<file path="src/rtl/seq_serializer.sv">
// seq_serializer: parallel-to-serial front end for the sequence detector.
// A DATA_W-bit word is taken through a valid/ready handshake and shifted
// out one bit per DIV-clock bit period on o_seq. o_enable is a one-cycle
// strobe in the last clock of each bit period, aligned with o_seq.
// All outputs are decoded from registered state only.
module seq_serializer #(
  parameter int DATA_W    = 8,
  parameter int DIV       = 4,
  parameter int MSB_FIRST = 1
) (
  input  logic              i_clk,
  input  logic              i_rst_n,
  input  logic [DATA_W-1:0] i_data,
  input  logic              i_valid,
  output logic              o_ready,
  output logic              o_seq,
  output logic              o_enable,
  output logic              o_busy,
  output logic              o_done
);

  // Divider needs at least one bit even when DIV=1 (it then stays at 0).
  localparam int DIV_CW = (DIV > 1) ? $clog2(DIV) : 1;
  localparam int BIT_CW = $clog2(DATA_W);

  localparam logic [DIV_CW-1:0] DIV_LAST = DIV_CW'(DIV - 1);
  localparam logic [BIT_CW-1:0] BIT_LAST = BIT_CW'(DATA_W - 1);

  localparam logic [0:0] ST_IDLE  = 1'b0;
  localparam logic [0:0] ST_SHIFT = 1'b1;

  logic [0:0]        state_reg;
  logic [0:0]        state_next;
  logic [DATA_W-1:0] shift_reg;
  logic [DATA_W-1:0] shift_next;
  logic [DIV_CW-1:0] div_cnt_reg;
  logic [DIV_CW-1:0] div_cnt_next;
  logic [BIT_CW-1:0] bit_cnt_reg;
  logic [BIT_CW-1:0] bit_cnt_next;

  logic [DATA_W-1:0] shifted;
  logic              head_bit;
  logic              strobe;
  logic              last_bit;
  logic              ready_int;
  logic              xfer;

  // Shift network: the word moves toward the transmit end, a zero fills in.
  genvar gi;
  generate
    for (gi = 0; gi < DATA_W; gi++) begin : g_shift
      if (MSB_FIRST != 0) begin : g_msb
        if (gi == 0) begin : g_fill
          assign shifted[gi] = 1'b0;
        end else begin : g_move
          assign shifted[gi] = shift_reg[gi-1];
        end
      end else begin : g_lsb
        if (gi == DATA_W - 1) begin : g_fill
          assign shifted[gi] = 1'b0;
        end else begin : g_move
          assign shifted[gi] = shift_reg[gi+1];
        end
      end
    end

    if (MSB_FIRST != 0) begin : g_head_msb
      assign head_bit = shift_reg[DATA_W-1];
    end else begin : g_head_lsb
      assign head_bit = shift_reg[0];
    end
  endgenerate

  // Strobe fires in the final clock of each bit period while shifting.
  assign strobe    = (state_reg == ST_SHIFT) && (div_cnt_reg == DIV_LAST);
  // The last-bit strobe cycle doubles as the slot for the next word.
  assign last_bit  = strobe && (bit_cnt_reg == BIT_LAST);
  assign ready_int = (state_reg == ST_IDLE) || last_bit;
  assign xfer      = i_valid && ready_int;

  // Next-state logic for the FSM, divider, bit counter and shift register.
  always_comb begin
    state_next   = state_reg;
    shift_next   = shift_reg;
    div_cnt_next = div_cnt_reg;
    bit_cnt_next = bit_cnt_reg;
    case (state_reg)
      ST_IDLE: begin
        if (xfer) begin
          shift_next   = i_data;
          div_cnt_next = '0;
          bit_cnt_next = '0;
          state_next   = ST_SHIFT;
        end
      end
      ST_SHIFT: begin
        if (strobe) begin
          div_cnt_next = '0;
          if (last_bit) begin
            bit_cnt_next = '0;
            if (xfer) begin
              // Back-to-back word: reload with no idle gap.
              shift_next = i_data;
              state_next = ST_SHIFT;
            end else begin
              shift_next = '0;
              state_next = ST_IDLE;
            end
          end else begin
            shift_next   = shifted;
            bit_cnt_next = bit_cnt_reg + BIT_CW'(1);
          end
        end else begin
          div_cnt_next = div_cnt_reg + DIV_CW'(1);
        end
      end
      default: begin
        state_next   = ST_IDLE;
        shift_next   = '0;
        div_cnt_next = '0;
        bit_cnt_next = '0;
      end
    endcase
  end

  // State registers; reset discards any word in flight.
  always_ff @(posedge i_clk or negedge i_rst_n) begin
    if (!i_rst_n) begin
      state_reg   <= ST_IDLE;
      shift_reg   <= '0;
      div_cnt_reg <= '0;
      bit_cnt_reg <= '0;
    end else begin
      state_reg   <= state_next;
      shift_reg   <= shift_next;
      div_cnt_reg <= div_cnt_next;
      bit_cnt_reg <= bit_cnt_next;
    end
  end

  // Output decode from registered state only.
  always_comb begin
    o_ready  = ready_int;
    o_enable = strobe;
    o_done   = last_bit;
    o_busy   = (state_reg == ST_SHIFT);
    o_seq    = (state_reg == ST_SHIFT) && head_bit;
  end

endmodule

</file>
<file path="config.mk">
export PLATFORM = sky130hd
export DESIGN_NAME = seq_serializer
export DESIGN_NICKNAME = d
export VERILOG_FILES = /design/src/rtl/seq_serializer.sv
export SDC_FILE = /design/constraint.sdc
export NUM_CORES = 1
export LEC_CHECK = 0
export CAP_MARGIN = 5
export CORE_MARGIN = 3
export CORE_UTILIZATION = 50
export DETAILED_ROUTE_END_ITERATION = 12
export PLACE_DENSITY = 0.77
export SYNTH_ARGS = -nofsm -noshare
export SYNTH_HDL_FRONTEND = slang
export SYNTH_SLANG_ARGS = --single-unit
</file>
<file path="constraint.sdc">
create_clock -name i_clk -period 2.2 [get_ports i_clk]
set_clock_uncertainty 0.05 [all_clocks]
set_input_delay 0.44 -clock i_clk [delete_from_list [all_inputs] [get_ports i_clk]]
set_output_delay 0.44 -clock i_clk [all_outputs]
set_load 0.1 [all_outputs]
</file>
==> results of run 1 <==
-- worst min-delay path by stage --
stage / to / slack (ns) / depth (start not counted)
2_1_floorplan: bit_cnt_reg[0] / 0.09 / 0
3_3_place_gp: div_cnt_reg[0] / 0.42 / 1
3_5_place_dp: div_cnt_reg[0] / 0.44 / 1
4_1_cts: div_cnt_reg[0] / 0.46 / 1
5_1_grt: div_cnt_reg[1] / 0.50 / 1
6_report: div_cnt_reg[0] / 0.47 / 1
-- routing by layer --
layer  track usage  up-vias  share of wire
met5             0        -              0
li1              -      322              -
met3        0.0338        5          0.038
met4        0.0968        0          0.023
met2         0.248       13           0.46
met1         0.228      317           0.47
-- cell usage after synthesis, types with 2 or more instances --
cell type,instances
nor2_1,2
nand2b_1,3
and2_2,2
o21ai_0,10
ha_1,3
a21oi_1,5
inv_1,8
a221oi_2,6
buf_6,5
dfrtp_1,14
nand2_1,6
mux2i_1,5
-- what timing repair did --
action                     4_1_cts  5_1_grt
hold buffers                     0        0
setup buffers                    0        0
resized for setup                0        2
setup endpoints to repair        0        3
-- worst max-delay path: cells and delay by family (launching register included) --
kind | cells | cell delay, ns
flip-flops | 1 | 0.39
AND/OR/NAND/NOR | 1 | 0.35
adder cells (fa/ha/maj) | 1 | 0.32
buffers and inverters | 1 | 0.21
-- stage by stage --
stage | cell area (um^2) | total power [mW]
detailed placement | 1010 | 1.24
global route | 1040 | 1.50
finish | 1040 | 1.41
global placement | 1010 | 1.22
floorplan | 871 | 1.09
CTS | 1040 | 1.40
-- cell type report --
class                      count  area [um^2]  area share
inverter                       8         30.0      0.0288
clock buffer                   4         26.3      0.0252
tap                           16         20.0      0.0192
multi-input combinational     55          425       0.409
timing repair buffer          15          188       0.180
sequential                    14          352       0.338
-- cell families after synthesis --
kind of cell	after synthesis	synth area share
multiplexers	5	0.0576
AND/OR/NAND/NOR	20	0.131
AO/OA/AOI/OAI	27	0.252
flip-flops	14	0.403
adder cells (fa/ha/maj)	3	0.0432
buffers and inverters	15	0.114
-- where the power goes --
group | leakage, nW | internal (mW) | switching (mW)
Combinational | 0.278 | 0.338 | 0.461
Clock | 0.0150 | 0.0705 | 0.0863
Sequential | 0.156 | 0.372 | 0.0771
-- cells in the final DEF (no fill, tap or decap), drive strengths merged --
master and count:
buf 5, a221oi 6, and3 2, clkdlybuf4s50 10, nand2b 3, o221ai 1, a22o 1, nor2 2
inv 8, o21ai 11, and2 2, clkbuf 4, ha 3, mux2i 5, nand3 1, a21o 1
dfrtp 14, nand4 1, or2 1, nand2 6, or2b 1, nor2b 1, a21oi 6, o22ai 1
==> flow_summary.toml, run 1 <==
[cells_and_area]
postLayoutCoreUtil = 0.660
instances_no_fill = 112
area_growth_pct = 19.7
largest_register_ffs = 8
fin_nets = 111
fillers = 128
layout-drive-gt1-share = 0.250
n_antenna_cell = 0

[logic_synthesis]
synth.avg_cell_area_um2 = 10.4
synth_fp_nets = 98
synthCells = 84
synth_top_cell_by_area = "dfrtp_1"
synth_seq_cells = 14
synth-main-ff-cell = "dfrtp_1"
synth-edff-count = 0
async_flop_share = 1.00
yosysUniqueCellTypes = 27
yosysTopAreaCellShare = 0.403
synth_area_leaders = "dfrtp_1 40%, a221oi_2 10%, buf_6 6.5%"
synth_warnings = 0
syn_area_um2 = 870
ys_seq_area_frac = 0.403

[pwr]
peakVddDrop_mv = 0.810
p_leak_nw = 0.449
p_per_area_nw_per_um2 = 1350

[worst_setup_path]
path_cells = "ha_2, and2_2, buf_12"
setup.worst_path.end_class = "output pin"
cp.required_ns = 1.71
rrSetupSlack_ns = 0.48
slowest_delay_ns = 0.39
crit_fanout = 10
r2r-end = "shift_reg[2]"
cp.arrival_ns = 1.57
crit_end = "o_enable"
startpoint = "div_cnt_reg[0]"
worst-r2r-cell-count = 5
worst_path_max_delay_cell = "dfrtp_1"
cp-start-kind = "register"
critPathKind = "reg -> out"
worstReg2RegStart = "bit_cnt_reg[0]"

[clock_network]
htree_levels = 1
tritoncts = "yes"
insertion_delay_ns = 0.29
cts_buffer_depth = 2
numCtsBuffers = 3
cts_root_buffer = "clkbuf_4"
clk_pin_slew_worst_paths_ns = 0.09
cts.sinks = 14

[route]
drc = 0
firstDrtPassIters = 4
drt_iter0_drc = 6
routed_wl_um = 1720
num_vias = 657
via_per_inst = 5.87
wl_per_cell_um = 15.4
ant_nets = 0

[hold_path]
hold_start = "div_cnt_reg[0]"
hold_class = "reg -> reg"

[placed_design]
port_buffers = 15
routabilityCongestion = 0.752
post-place-ws_ns = 0.335
placed_cells = 108
dp_hpwl_um = 1160

[die]
dieArea_um2 = 2280
io_pins = 16
die_width_um = 47.7
die_h_um = 47.7
core_area_um2 = 1580
start_util = 0.552
rows = 14

[job]
drv_cap = 0

[global_route]
grt_pass1_vias = 586
grt-ovfl-total = 0
antenna_found_initial = 0
grt_max_degree = 15
grt_util_all_layers = 0.169
grt_pass1_wl_um = 2620

[timing]
drv_slew = 0
final-hold-violation-count = 0
fin_setup_tns_ns = 0
fin_crit_ns = 2.06
worst_pin_slew_ns = 0.663
relSlewSlack = 0.557
rsz0062_at_grt = "no"
finalWorstSetupSlack_ns = 0.144
timing.final.crit_share = 0.935
whs_ns = 0.466
setup_violations = 0
clock.fmax_ghz = 0.486

[outcome]
status = "finished, final reports clean"
(Power assumes the default switching activity.)
==> run 2, diff against run 1 <==
- CTS_CLUSTER_SIZE: unset -> 16
- clock period: 2.2 -> 2.12 ns (I/O delays scaled with it)
==> flow_summary.toml, run 2 (synthesized netlist as in run 1, its figures left out) <==
[timing]
whs_ns = 0.472
finalWorstSetupSlack_ns = 0.0940
final-hold-violation-count = 0
worst_pin_slew_ns = 0.650
relSlewSlack = 0.565
timing.final.crit_share = 0.956
fin_crit_ns = 2.03
drv_slew = 0
rsz0062_at_grt = "no"
fin_setup_tns_ns = 0
setup_violations = 0
clock.fmax_ghz = 0.494

[clock_network]
cts_setup_buffers = 0
clk_pin_slew_worst_paths_ns = 0.09
cts.sinks = 14
cts_root_buffer = "clkbuf_4"
cts_buffer_depth = 2
htree_levels = 1
insertion_delay_ns = 0.29
numCtsBuffers = 3
tritoncts = "yes"

[route]
via_per_inst = 5.74
drc = 0
wl_per_cell_um = 14.8
routed_wl_um = 1650
firstDrtPassIters = 4
ant_nets = 0
num_vias = 643
drt_iter0_drc = 6

[pwr]
p_per_area_nw_per_um2 = 1400
peakVddDrop_mv = 0.838
finalPower_mw = 1.45
p_leak_nw = 0.450

[worst_setup_path]
cp-start-kind = "register"
cp.arrival_ns = 1.55
cp.required_ns = 1.65
critPathKind = "reg -> out"
setup.worst_path.end_class = "output pin"
startpoint = "bit_cnt_reg[0]"
crit_fanout = 14
worstReg2RegStart = "bit_cnt_reg[0]"
rrSetupSlack_ns = 0.40

[die]
die_h_um = 47.7
die_width_um = 47.7
core_area_um2 = 1580
start_util = 0.552
io_pins = 16
dieArea_um2 = 2280
rows = 14

[job]
drv_cap = 0

[global_route]
grt_max_degree = 15
grt_pass1_wl_um = 2680
grt_pass1_vias = 613
antenna_found_initial = 0
grt_util_all_layers = 0.170
grt-ovfl-total = 0

[placed_design]
dp_hpwl_um = 1160
placed_cells = 108
post-place-ws_ns = 0.265
port_buffers = 15
routabilityCongestion = 0.752
placed_area_um2 = 1010

[cells_and_area]
area_growth_pct = 19.9
final_common_cell = "dfrtp_1"
postLayoutCoreUtil = 0.661
finalInstanceArea_um2 = 1040
instances_no_fill = 112
layout_common_cells = "13 x dfrtp_1, 10 x o21ai_0, 10 x clkdlybuf4s50_1"
largest_register_ffs = 8
layout-drive-gt1-share = 0.250
fin_nets = 111
n_antenna_cell = 0

[hold_path]
hold_class = "reg -> reg"
hold_start = "bit_cnt_reg[1]"

[outcome]
status = "finished, final reports clean"
-- run 2: path summary, 6_finish.rpt --
kind | endpoint | cells after the start
min reg2reg | bit_cnt_reg[1] | 2
min in group asynchronous | shift_reg[7] | 1
max | o_done | 4
min | bit_cnt_reg[1] | 2
max in group asynchronous | o_busy | 1
max reg2reg | shift_reg[3] | 5
-- run 2: per-layer routing --
layer / vias up / track usage / wire, um
li1: 320 / - / -
met1: 309 / 0.214 / 750
met2: 12 / 0.285 / 810
met3: 2 / 0.0338 / 65
met4: 0 / 0.0645 / 27
met5: - / 0 / 0
-- run 2: final cells by class --
| cell class | instances | area, um^2 |
|---|---|---|
| Timing Repair Buffer | 15 | 188 |
| Clock buffer | 4 | 26.3 |
| Inverter | 8 | 30.0 |
| Multi-Input combinational cell | 55 | 427 |
| Fill cell | 133 | 534 |
| Sequential cell | 14 | 352 |
| Tap cell | 16 | 20.0 |
-- run 2: what timing repair did --
item	in CTS	in global routing
gates resized for setup	2	1
hold buffers	0	0
endpoints found under the setup margin	3	1
-- run 2: critical path, cell delays in order (launching register included) --
cell and delay (ns):
dfrtp_1 0.39, ha_1 0.16, ha_2 0.30, and3_4 0.25, buf_12 0.17
-- run 2: power by group --
| group | switching, mW | leakage (nW) | internal (mW) |
|---|---|---|---|
| Combinational | 0.469 | 0.279 | 0.356 |
| Sequential | 0.0805 | 0.156 | 0.386 |
| Clock | 0.0905 | 0.0150 | 0.0732 |
| Total | 0.640 | 0.450 | 0.815 |
==> run 3, diff against run 2 <==
- CORE_MARGIN: 3 -> unset
- CTS_CLUSTER_SIZE: 16 -> unset
==> flow_summary.toml, run 3 (synthesized netlist as in run 1, its figures left out) <==
[worst_setup_path]
worst_path_max_delay_cell = "dfrtp_1"
setup.worst_path.end_class = "output pin"
cp.arrival_ns = 1.52
critPathKind = "reg -> out"
crit_family = "adder cells"
path_cells = "ha_1, ha_1, nand2_1, nand2_1, buf_12"
cp.required_ns = 1.65
path_buf_inv = 1
slowest_delay_ns = 0.41
cp-start-kind = "register"
crit_fanout = 6

[route]
ant_nets = 0
via_per_inst = 5.67
routed_wl_um = 1600
wl_per_cell_um = 14.1
drc = 0
num_vias = 641
firstDrtPassIters = 4
drt_iter0_drc = 14

[clock_network]
clk_pin_slew_worst_paths_ns = 0.09
cts.sinks = 14
insertion_delay_ns = 0.29
cts_buffer_depth = 2
cts_root_buffer = "clkbuf_4"
tritoncts = "yes"
htree_levels = 1
numCtsBuffers = 3
hold_buffers = 0

[die]
rows = 14
core_area_um2 = 1560
dieArea_um2 = 1910
die_width_um = 43.7
start_util = 0.558
io_pins = 16
die_h_um = 43.7

[job]
drv_cap = 0

[global_route]
antenna_found_initial = 0
grt_max_degree = 15
grt_pass1_wl_um = 2740
grt_pass1_vias = 602
grt_util_all_layers = 0.206
grt-ovfl-total = 0

[cells_and_area]
n_antenna_cell = 0
area_growth_pct = 21.4
final_common_cell = "dfrtp_1"
layout_common_cells = "13 x dfrtp_1, 10 x o21ai_0, 10 x clkdlybuf4s50_1"
layout-drive-gt1-share = 0.258
largest_register_ffs = 8
finalInstanceArea_um2 = 1060
fin_nets = 112

[placed_design]
dp_hpwl_um = 1190
placed_area_um2 = 1020
routabilityCongestion = 0.744
port_buffers = 15
post-place-ws_ns = 0.267

[timing]
rsz0062_at_grt = "no"
timing.final.crit_share = 0.942
fin_crit_ns = 2.00
relSlewSlack = 0.574
worst_pin_slew_ns = 0.637
drv_slew = 0
clock.fmax_ghz = 0.501
final-hold-violation-count = 0
finalWorstSetupSlack_ns = 0.123
fin_setup_tns_ns = 0
setup_violations = 0

[outcome]
status = "finished, final reports clean"

[pwr]
peakVddDrop_mv = 0.762
p_per_area_nw_per_um2 = 1410
p_leak_nw = 0.463

[hold_path]
hold_class = "reg -> reg"
-- run 3: changes by cell type in the layout (fill, tap and decap cells not counted) --
cell / previous run / this run
and2_2: 1 / 2
and2_4: 1 / 0
buf_4: 1 / 2
clkbuf_1: 1 / 0
clkbuf_8: 0 / 1
ha_1: 1 / 2
ha_2: 2 / 1
-- run 3: layer usage --
metal | part of all wire | track usage | up-vias
li1 | - | - | 322
met1 | 0.46 | 0.278 | 294
met2 | 0.46 | 0.287 | 20
met3 | 0.053 | 0.0542 | 5
met4 | 0.028 | 0.144 | 0
met5 | 0 | 0 | -
-- run 3: per-stage QoR --
step | hold WS, ns | util | std cells | power (mW)
2_1_floorplan | 0.0784 | - | 84 | 1.13
3_3_place_gp | 0.420 | 0.652 | 109 | 1.27
3_5_place_dp | 0.431 | 0.652 | 109 | 1.30
4_1_cts | 0.445 | 0.676 | 113 | 1.50
5_1_grt | 0.505 | 0.677 | 113 | 1.60
6_report | 0.447 | 0.677 | 113 | 1.48
-- run 3: area by class of cell --
type	count	area (um^2)
Tap cell	16	20.0
Multi-Input combinational cell	55	423
Inverter	8	30.0
Timing Repair Buffer	16	195
Sequential cell	14	352
Clock buffer	4	36.3
Fill cell	135	503
-- run 3: repair_timing --
action	in CTS	in global routing
buffers inserted	0	0
setup endpoints to repair	0	1
hold endpoints to repair	0	0
resized for setup	0	1
-- run 3: worst register-to-register path, cell delays in order, from the launching register on --
cell and delay (ns):
dfrtp_1 0.41, ha_1 0.21, ha_1 0.23, buf_4 0.18, or2b_2 0.19, o21ai_0 0.10
a221oi_2 0.29
-- run 3: final timing paths --
| check | cells past startpoint | slack (ns) | endpoint | start |
|---|---|---|---|---|
| worst max-delay path | 5 | 0.12 | o_ready | bit_cnt_reg[0] |
| worst min-delay path | 1 | 0.45 | div_cnt_reg[0] | div_cnt_reg[0] |
| worst max register to register | 6 | 0.36 | shift_reg[1] | bit_cnt_reg[0] |
| worst min register to register | 1 | 0.45 | div_cnt_reg[0] | div_cnt_reg[0] |
| max in group asynchronous | 1 | 1.10 | o_busy | i_rst_n |
| min in group asynchronous | 1 | 0.47 | shift_reg[0] | i_rst_n |
-- run 3: power breakdown --
group	internal, mW	total [mW]	switching (mW)
registers	0.386	0.468	0.0823
logic	0.353	0.821	0.468
clock network	0.105	0.195	0.0908
total	0.844	1.48	0.641
